## config.mk

```make
export PLATFORM = sky130hd
export DESIGN_NAME = uart_rx_flat
export DESIGN_NICKNAME = d
export VERILOG_FILES = /design/src/rtl/uart_rx_if.sv /design/src/rtl/uart_rx.sv /design/src/flat_wrapper.sv
export SDC_FILE = /design/constraint.sdc
export NUM_CORES = 1
export LEC_CHECK = 0
export CORE_MARGIN = 5
export CORE_UTILIZATION = 60
export CTS_BUF_LIST = sky130_fd_sc_hd__clkbuf_4
export CTS_CLUSTER_DIAMETER = 80
export CTS_CLUSTER_SIZE = 20
export DETAILED_ROUTE_END_ITERATION = 8
export GPL_ROUTABILITY_DRIVEN = 0
export PLACE_DENSITY = 0.82
export SYNTH_ARGS = -nofsm -noshare
export SYNTH_HDL_FRONTEND = slang
export SYNTH_SLANG_ARGS = --single-unit
export TNS_END_PERCENT = 1
```

## constraint.sdc

```tcl
create_clock -name clk50M -period 4.08 [get_ports clk50M]
set_clock_uncertainty 0.2 [all_clocks]
set_input_delay 0.816 -clock clk50M [delete_from_list [all_inputs] [get_ports clk50M]]
set_output_delay 0.816 -clock clk50M [all_outputs]
set_load 0.02 [all_outputs]
```

## src/rtl/uart_rx_if.sv

```systemverilog
// Receive-side result bundle of the 8N1 UART receiver: byte, strobes and busy flag.
interface uart_rx_if;
  logic [7:0] rx_data;
  logic       rx_done;
  logic       frame_err;
  logic       parity_err;
  logic       rx_busy;

  modport master (
    output rx_data,
    output rx_done,
    output frame_err,
    output parity_err,
    output rx_busy
  );

  modport slave (
    input rx_data,
    input rx_done,
    input frame_err,
    input parity_err,
    input rx_busy
  );
endinterface

```

## src/rtl/uart_rx.sv

```systemverilog
// 8N1 UART receiver sampling rs232_rx at mid-bit; results leave through uart_rx_if.
// Optional even-parity bit between data and stop enabled by defining UART_RX_PARITY_EN.
module uart_rx #(
  parameter int unsigned BAUD_END = 107,
  parameter int unsigned BAUD_MID = 53
) (
  input  logic      clk50M,
  input  logic      rst_n,
  input  logic      rs232_rx,
  uart_rx_if.master rx_if
);

  localparam logic [15:0] END_CNT = 16'(BAUD_END);
  localparam logic [15:0] MID_CNT = 16'(BAUD_MID);

  typedef enum logic [2:0] {
    IDLE,
    START,
    DATA,
`ifdef UART_RX_PARITY_EN
    PARITY,
`endif
    STOP
  } state_t;

  state_t      state, state_nxt;
  logic        s1, s2, s3;
  logic [15:0] baud_cnt, baud_nxt;
  logic [2:0]  bit_cnt, bit_nxt;
  logic [7:0]  shift, shift_nxt;
  logic [7:0]  rx_data_q, data_nxt;
  logic        done_q, done_nxt;
  logic        ferr_q, ferr_nxt;
  logic        fall, mid, wrap;
`ifdef UART_RX_PARITY_EN
  logic        par_bad, par_bad_nxt;
  logic        perr_q, perr_nxt;
`endif

  // rs232_rx is asynchronous: only s2/s3 ever reach the FSM
  always_ff @(posedge clk50M) begin
    if (!rst_n) begin
      s1 <= 1'b1;
      s2 <= 1'b1;
      s3 <= 1'b1;
    end else begin
      s1 <= rs232_rx;
      s2 <= s1;
      s3 <= s2;
    end
  end

  assign fall = s3 & ~s2;
  assign mid  = (baud_cnt == MID_CNT);
  assign wrap = (baud_cnt == END_CNT);

  always_ff @(posedge clk50M) begin
    if (!rst_n) begin
      state     <= IDLE;
      baud_cnt  <= '0;
      bit_cnt   <= '0;
      shift     <= '0;
      rx_data_q <= '0;
      done_q    <= 1'b0;
      ferr_q    <= 1'b0;
`ifdef UART_RX_PARITY_EN
      par_bad   <= 1'b0;
      perr_q    <= 1'b0;
`endif
    end else begin
      state     <= state_nxt;
      baud_cnt  <= baud_nxt;
      bit_cnt   <= bit_nxt;
      shift     <= shift_nxt;
      rx_data_q <= data_nxt;
      done_q    <= done_nxt;
      ferr_q    <= ferr_nxt;
`ifdef UART_RX_PARITY_EN
      par_bad   <= par_bad_nxt;
      perr_q    <= perr_nxt;
`endif
    end
  end

  always_comb begin
    state_nxt = state;
    baud_nxt  = baud_cnt;
    bit_nxt   = bit_cnt;
    shift_nxt = shift;
    data_nxt  = rx_data_q;
    done_nxt  = 1'b0;
    ferr_nxt  = 1'b0;
`ifdef UART_RX_PARITY_EN
    par_bad_nxt = par_bad;
    perr_nxt    = 1'b0;
`endif

    if (state != IDLE) begin
      baud_nxt = wrap ? '0 : baud_cnt + 16'd1;
    end

    case (state)
      IDLE: begin
        baud_nxt = '0;
        bit_nxt  = '0;
`ifdef UART_RX_PARITY_EN
        par_bad_nxt = 1'b0;
`endif
        if (fall) state_nxt = START;
      end

      START: begin
        if (mid && s2) begin
          state_nxt = IDLE;
          baud_nxt  = '0;
        end else if (wrap) begin
          state_nxt = DATA;
        end
      end

      DATA: begin
        if (mid) shift_nxt = {s2, shift[7:1]};
        if (wrap) begin
          if (bit_cnt == 3'd7) begin
            bit_nxt = '0;
`ifdef UART_RX_PARITY_EN
            state_nxt = PARITY;
`else
            state_nxt = STOP;
`endif
          end else begin
            bit_nxt = bit_cnt + 3'd1;
          end
        end
      end

`ifdef UART_RX_PARITY_EN
      PARITY: begin
        if (mid) par_bad_nxt = (s2 != (^shift));
        if (wrap) state_nxt = STOP;
      end
`endif

      STOP: begin
        // leave at mid stop bit so a back-to-back start edge is not missed
        if (mid) begin
          state_nxt = IDLE;
          baud_nxt  = '0;
          if (!s2) begin
            ferr_nxt = 1'b1;
`ifdef UART_RX_PARITY_EN
          end else if (par_bad) begin
            perr_nxt = 1'b1;
`endif
          end else begin
            data_nxt = shift;
            done_nxt = 1'b1;
          end
        end
      end

      default: begin
        state_nxt = IDLE;
        baud_nxt  = '0;
      end
    endcase
  end

  assign rx_if.rx_data   = rx_data_q;
  assign rx_if.rx_done   = done_q;
  assign rx_if.frame_err = ferr_q;
  assign rx_if.rx_busy   = (state != IDLE);
`ifdef UART_RX_PARITY_EN
  assign rx_if.parity_err = perr_q;
`else
  assign rx_if.parity_err = 1'b0;
`endif

endmodule

```

## src/flat_wrapper.sv

```systemverilog
// flat-port wrapper written by rule: the top's interface ports become plain ports
module uart_rx_flat 
#(
  parameter int unsigned BAUD_END = 107,
  parameter int unsigned BAUD_MID = 53
)
  (clk50M, rst_n, rs232_rx, rx_if_rx_data, rx_if_rx_done, rx_if_frame_err, rx_if_parity_err, rx_if_rx_busy);
  uart_rx_if rx_if_i ();
  input  logic clk50M;
  input  logic rst_n;
  input  logic rs232_rx;
  output wire logic [$bits(rx_if_i.rx_data)-1:0] rx_if_rx_data;
  output wire logic [$bits(rx_if_i.rx_done)-1:0] rx_if_rx_done;
  output wire logic [$bits(rx_if_i.frame_err)-1:0] rx_if_frame_err;
  output wire logic [$bits(rx_if_i.parity_err)-1:0] rx_if_parity_err;
  output wire logic [$bits(rx_if_i.rx_busy)-1:0] rx_if_rx_busy;
  assign rx_if_rx_data = rx_if_i.rx_data;
  assign rx_if_rx_done = rx_if_i.rx_done;
  assign rx_if_frame_err = rx_if_i.frame_err;
  assign rx_if_parity_err = rx_if_i.parity_err;
  assign rx_if_rx_busy = rx_if_i.rx_busy;
  uart_rx #(.BAUD_END(BAUD_END), .BAUD_MID(BAUD_MID)) u_core (.clk50M(clk50M), .rst_n(rst_n), .rs232_rx(rs232_rx), .rx_if(rx_if_i));
endmodule
```

Word level (Yosys, flattened, before mapping):

Cells that the tools add are included.

* bits in registers: 43
* bits of input ports: 3
* output and inout port bits: 12
* logic and storage cells: 51

* add/subtract/negate cells: 2
* eq/ne operators: 11
* multiplexer cells: 17
* bitwise operators: 2
* reduce and logical (&&, ||, !) cells: 9

Operators with widths (number)
* 2-to-1 mux 16 bit: 4
* case mux 16 bit (3 select lines): 1
* 2-to-1 mux 3 bit: 8
* adder 16 x 1 -> 16 bit (second input constant): 1
* == test 16 x 6 -> 1 bit (second input constant): 1
* == test 16 x 7 -> 1 bit (second input constant): 1
* case mux 3 bit (4 select lines): 1
* inequality test 2 x 1 -> 1 bit (second input constant): 4
* == test 3 x 2 -> 1 bit (second input constant): 2
* case mux 3 bit (2 select lines): 1
* AND reduction 3 bit: 2
* AND reduction 5 bit: 1
* AND reduction 2 bit: 2
* adder 3 x 1 -> 3 bit (second input constant): 1
* == test 3 x 1 -> 1 bit (second input constant): 1
* == test 3 bit (second input constant): 1
* zero test 3 bit: 1
* inequality test 3 x 1 -> 1 bit (second input constant): 1
* nonzero test 3 bit: 1
* 2-to-1 mux 1 bit: 2
* nonzero test 2 bit: 1
* bitwise AND 1 bit: 1
* logical AND 1 bit: 1
* NOT 1 bit: 1

Logic depth before layout (Yosys ltp):

Gate-level depths: netlist of run 1.

* depth after elaboration: 5
* depth in mapped cells: 8
* gate-level depth less buffers: 7

Least setup slack after synthesis of run 1:

OpenSTA, ideal clock, no wires.

* kind: register to register
* start point: register u_core.baud_cnt[0]
* end point: register u_core.baud_cnt[14]
* library setup time: 0.115 ns
* arrival time: 1.753 ns
* data required time: 3.765 ns
* setup slack: 2.013 ns
* stages on the path, launching flop included: 8
* path buffers: 1
* clock period less this slack: 2.067 ns
* cells stage by stage: dfxtp_1 ha_1 or3b_4 and4bb_4 o2111ai_4 nand4_4 buf_6 nor2_1

* cells in the longest elaborated chain, start to end: 5
* elaborated cells on any way between the ends: 9
* those cells by class: add/sub (1); eq/ne (2); mux (5); reduce/logical (1)

RTL lines
* start: declaration: RTL line uart_rx.sv:28 `logic [15:0] baud_cnt, baud_nxt;`
* start signal: assignment: RTL line uart_rx.sv:72 `baud_cnt <= baud_nxt;`
* adder 16 x 1 -> 16 bit / == test 16 x 7 -> 1 bit (equally long branches): RTL line uart_rx.sv:99, uart_rx.sv:55
* 2-to-1 mux 16 bit: RTL line uart_rx.sv:99 `baud_nxt = wrap ? '0 : baud_cnt + 16'd1;`
* 2-to-1 mux 16 bit: RTL line uart_rx.sv:98 `if (state != IDLE) begin`
* 2-to-1 mux 16 bit (on tied branches): RTL line uart_rx.sv:146, uart_rx.sv:113
* case mux 16 bit (3 select lines) *: RTL line uart_rx.sv:102 `case (state)`

Every way passes the cells marked *; elsewhere a longest branch is shown, timed or not.
A chain may end at the register's enable or synchronous reset.

Final worst setup path of run 1:

* start point: register u_core.state[0]
* end point: output rx_if_rx_busy

* cells in the longest elaborated chain, start to end: 1

RTL lines
* start: declaration: RTL line uart_rx.sv:26 `state_t state, state_nxt;`
* start signal: assignment: RTL line uart_rx.sv:71 `state <= state_nxt;`
* nonzero test 3 bit: RTL line uart_rx.sv:172 `assign rx_if.rx_busy = (state != IDLE);`
* end: declaration: RTL line flat_wrapper.sv:16 `output wire logic [$bits(rx_if_i.rx_busy)-1:0] rx_if_rx_busy;`

No other way between the ends.

==> results of run 1 <==
cell usage after synthesis, drive strengths merged, types with 4 or more instances:
cell / number / area share [%]
dfxtp: 42 / 45
inv: 4 / 0.81
nand2: 10 / 2.0
nand3: 14 / 4.0
nand4: 10 / 5.0
mux2i: 16 / 8.6
xnor2: 9 / 4.2
ha: 4 / 2.7
xor2: 5 / 2.4
nor3: 5 / 1.3
nor2: 44 / 8.9
kinds of logic (layout without fill, tap and decap cells):
kind of cell,after synthesis,in the layout,share of synthesized area [%]
other cells,1,1,0.202
compound gates,9,9,4.71
buf+inv,11,26,2.89
xor+xnor,14,14,6.60
simple gates,99,99,29.0
fa+ha+maj,4,4,2.69
flops,42,42,45.3
mux,16,16,8.62
worst max-delay path, stage by stage (launching register included):
cell and delay (ps):
dfxtp_1 650, or2_2 270, clkdlybuf4s50_1 640
routing by layer:
metal	routed length [µm]	track usage, %
met2	1570	29.5
met5	0	0
met4	69	8.55
met3	148	6.15
met1	1590	21.6
worst max path at each step:
stage                     slack [ps]  cells past startpoint               start                    to
after global routing            1090                      2     u_core.state[0]         rx_if_rx_busy
after CTS                       1150                      2     u_core.state[0]         rx_if_rx_busy
after detailed placement        1200                      3               rst_n  u_core.rx_if.rx_done
after global placement          1320                      3               rst_n  u_core.rx_if.rx_done
after floorplan                 2010                      7  u_core.baud_cnt[0]   u_core.baud_cnt[14]
final                           1160                      2     u_core.state[0]         rx_if_rx_busy
metrics by stage:
step	hold WS, ps	total power [mW]	worst slack, ps	utilization, %
2_1_floorplan	186	0.437	2010	-
3_3_place_gp	204	0.441	1320	66.4
3_5_place_dp	211	0.441	1200	66.4
4_1_cts	251	0.698	1150	69.0
5_1_grt	269	0.720	1090	69.0
6_report	246	0.692	1160	69.0
final cells by class:
class	instances	share of cell area [%]
Inverter	5	0.906
Multi-Input combinational cell	143	46.5
Sequential cell	42	40.6
Tap cell	33	1.99
Timing Repair Buffer	13	6.28
Clock buffer	5	1.81
Clock inverter	3	1.93
power breakdown:
group,switching [mW],internal [mW]
combinational,0.0113,0.00558
sequential,0.00362,0.412
clock,0.133,0.127
total,0.148,0.545
state kept, by name, indices dropped and copies added, names as in the netlist:
name                    flops
u_core.rx_if.frame_err      1
u_core.bit_cnt              3
u_core.state                2
u_core.s3                   1
u_core.s1                   1
u_core.s2                   1
u_core.rx_if.rx_data        8
u_core.baud_cnt            16
u_core.shift                8
u_core.rx_if.rx_done        1
==> impl_metrics.ini, run 1 <==
[outcome]
status = completed

[place]
dp.cells = 236
dp_hpwl_mm = 2.45
portBuffers = 13
placed_area_um2 = 1990

[detailed_routing]
viasPerCell = 5.68
drt-wirelength-per-cell_um = 13.8
first_pass_iters = 4
wirelength_mm = 3.38
drtIter0Drc = 67
drc = 0
ant_nets = 0
vias = 1387

[yosys]
syn-num-nets = 203
ys_seq_area_share_pct = 45.3
synth_warnings = 0
ys_ff_latch = 42
synth.cell_area_um2 = 1860
avgSynthCellArea_um2 = 9.48
synthCells = 196
synth_edf_count = 0
synth_ff_type = dfxtp_1
async_flop_share_pct = 0
netlist-cell-type-count = 36

[layout]
regArea_um2 = 841
multiInputGateArea_um2 = 963
finalNonFillerCells = 244
drive_gt1_share_pct = 8.53
diodes = 0
areaGrowthSynthToFinish_pct = 11.5
mostFrequentLayoutCells = nor2_1, dfxtp_1, mux2i_1
final_common_cell = nor2_1
fin_area_um2 = 2070
fin_nets = 217
fillers = 238

[global_routing]
antenna_found_initial = 0
grt_pass1_wl_mm = 6.00
grt_max_degree = 19
grt_pass1_vias = 1320
overflow = 0
grt_use_total_pct = 18.3

[sta]
clock.fmax_mhz = 342
finalSetupViolations = 0
period_needed_ps = 2920
timing.final.crit_share_pct = 71.6
tightestPinTransition_ps = 581
maxSlewHeadroom_pct = 61.0
hold_viol_final = 0
rsz0062_at_grt = no
tns_ps = 0
slew_violations = 0

[clock_tree]
cts-root-buf = clkbuf_4
cts_tree = yes
hold_buffers = 0
cts_resized = 0
insertion_delay_ps = 360
postCtsSetupRepairBufs = 0
clockBufferDepth = 2
cts_sinks = 42
numCtsBuffers = 5
path_clk_slew_ps = 130
htree_levels = 2

[min_path]
hold_path_depth = 1
hold_class = reg2reg
min_to = u_core.s2
hold_start = u_core.s1

[die]
fp.dieArea_um2 = 4310
fp.dieW_um = 65.7
start_util_pct = 61.9
io_pins = 15
fp.coreArea_um2 = 3000
placementRows = 20
die_y_um = 65.7

[worst_setup_path]
critPathKind = reg2out
r2r-end = u_core.shift[5]
cp_max_fo = 12
reg2reg_depth = 6
reg2reg_from = u_core.baud_cnt[0]
crit_arrival_ps = 1910
crit_path_end_kind = output pin
reg2reg_slack_ps = 1820
critPathRequiredTime_ps = 3060
startpoint_type = flop

[flow_run]
cap_violations = 0

[power]
p_per_area_nw_per_um2 = 334
peakVddDrop_uv = 179
p_leak_nw = 0.825
Power figures use the tool's default switching activity.
==> run 2: changes to the inputs <==
CORE_UTILIZATION = 59   (was 60)
PLACE_DENSITY = 0.81   (was 0.82)
clock period = 2.75 ns   (was 4.08 ns; I/O delays follow)
==> impl_metrics.ini, run 2 (synthesis results as in run 1) <==
[clock_tree]
cts-root-buf = clkbuf_4
htree_levels = 2
clockBufferDepth = 2
insertion_delay_ps = 350
cts_resized = 0
postCtsSetupRepairBufs = 0
cts_sinks = 42
path_clk_slew_ps = 120
cts_tree = yes
numCtsBuffers = 5
hold_buffers = 0

[layout]
multiInputGateArea_um2 = 963
top_register = u_core.baud_cnt
fin_nets = 220
areaGrowthSynthToFinish_pct = 12.2
diodes = 0
mostFrequentLayoutCells = nor2_1, dfxtp_1, mux2i_1
regArea_um2 = 841
fillers = 252
drive_gt1_share_pct = 9.35
final_common_cell = nor2_1
largest_reg_flops = 16

[worst_setup_path]
critPathKind = reg2out
crit_start = u_core.state[1]
startpoint_type = flop
critPathRequiredTime_ps = 2000
cp_max_fo = 10
reg2reg_from = u_core.baud_cnt[0]
crit_arrival_ps = 1790
crit_path_end_kind = output pin

[detailed_routing]
drc = 0
drtIter0Drc = 87
viasPerCell = 5.52
wirelength_mm = 3.34
ant_nets = 0
drt-wirelength-per-cell_um = 12.9
first_pass_iters = 4
vias = 1424

[sta]
maxSlewHeadroom_pct = 62.1
timing.final.crit_share_pct = 92.3
hold_viol_final = 0
holdWs_ps = 219
finalSetupViolations = 0
clock.fmax_mhz = 394
slew_violations = 0
period_needed_ps = 2540
tightestPinTransition_ps = 564
fin_ws_ps = 212
rsz0062_at_grt = no
tns_ps = 0

[die]
fp.dieArea_um2 = 4370
fp.coreArea_um2 = 3030
fp.dieW_um = 66.1
placementRows = 20
die_y_um = 66.1
start_util_pct = 61.4
io_pins = 15

[outcome]
status = completed

[min_path]
hold_start = u_core.s1
hold_class = reg2reg

[flow_run]
cap_violations = 0

[power]
peakVddDrop_uv = 305
p_per_area_nw_per_um2 = 451
p_leak_nw = 0.824

[place]
dp_hpwl_mm = 2.49
dp_slack_ps = 506
portBuffers = 13

[global_routing]
grt_max_degree = 19
grt_pass1_wl_mm = 5.88
antenna_found_initial = 0
grt_pass1_vias = 1363
grt_use_total_pct = 17.5
overflow = 0
-- run 2: changes by cell type in the layout (fill, tap and decap cells not counted) --
cell | before | now
buf_4 | 0 | 3
bufinv_16 | 1 | 0
clkinv_2 | 2 | 1
clkinv_1 | 1 | 2
clkinvlp_4 | 0 | 1
-- run 2: final cells by class --
type | count | area share (%)
well taps | 44 | 2.64
clock buffers | 5 | 1.80
inverters | 5 | 0.900
flip-flops and latches | 42 | 40.3
clock inverters | 3 | 0.780
repair buffers | 16 | 7.32
multi-input cells | 143 | 46.2
-- run 2: worst paths after layout --
kind	to	slack, ps	depth (start not counted)
setup / recovery	rx_if_rx_busy	210	2
hold / removal	u_core.s2	220	1
setup reg to reg	u_core.shift[4]	500	6
hold reg to reg	u_core.s2	220	1
-- run 2: power by group --
group / internal, mW / switching [mW] / leakage (nW)
clock: 0.0951 / 0.200 / 0.0286
sequential: 0.611 / 0.00272 / 0.339
combinational: 0.0112 / 0.0198 / 0.456
-- run 2: routing by layer --
layer	wire (µm)	GRT usage (%)
met1	1460	20.4
met2	1610	29.1
met3	209	6.29
met4	55	6.35
met5	0	0
-- run 2: through the flow --
step	util, %	cell area, µm²	total power, mW	std cells
6_report	68.8	2080	0.940	258
5_1_grt	68.8	2080	0.988	258
4_1_cts	68.8	2080	0.947	258
3_5_place_dp	67.1	2030	0.658	250
3_3_place_gp	67.1	2030	0.657	250
2_1_floorplan	-	1860	0.648	196
-- run 2: critical path: stages, from the launching register on --
cell and delay [ps]:
dfxtp_1 570, or2_2 250, clkdlybuf4s50_1 620
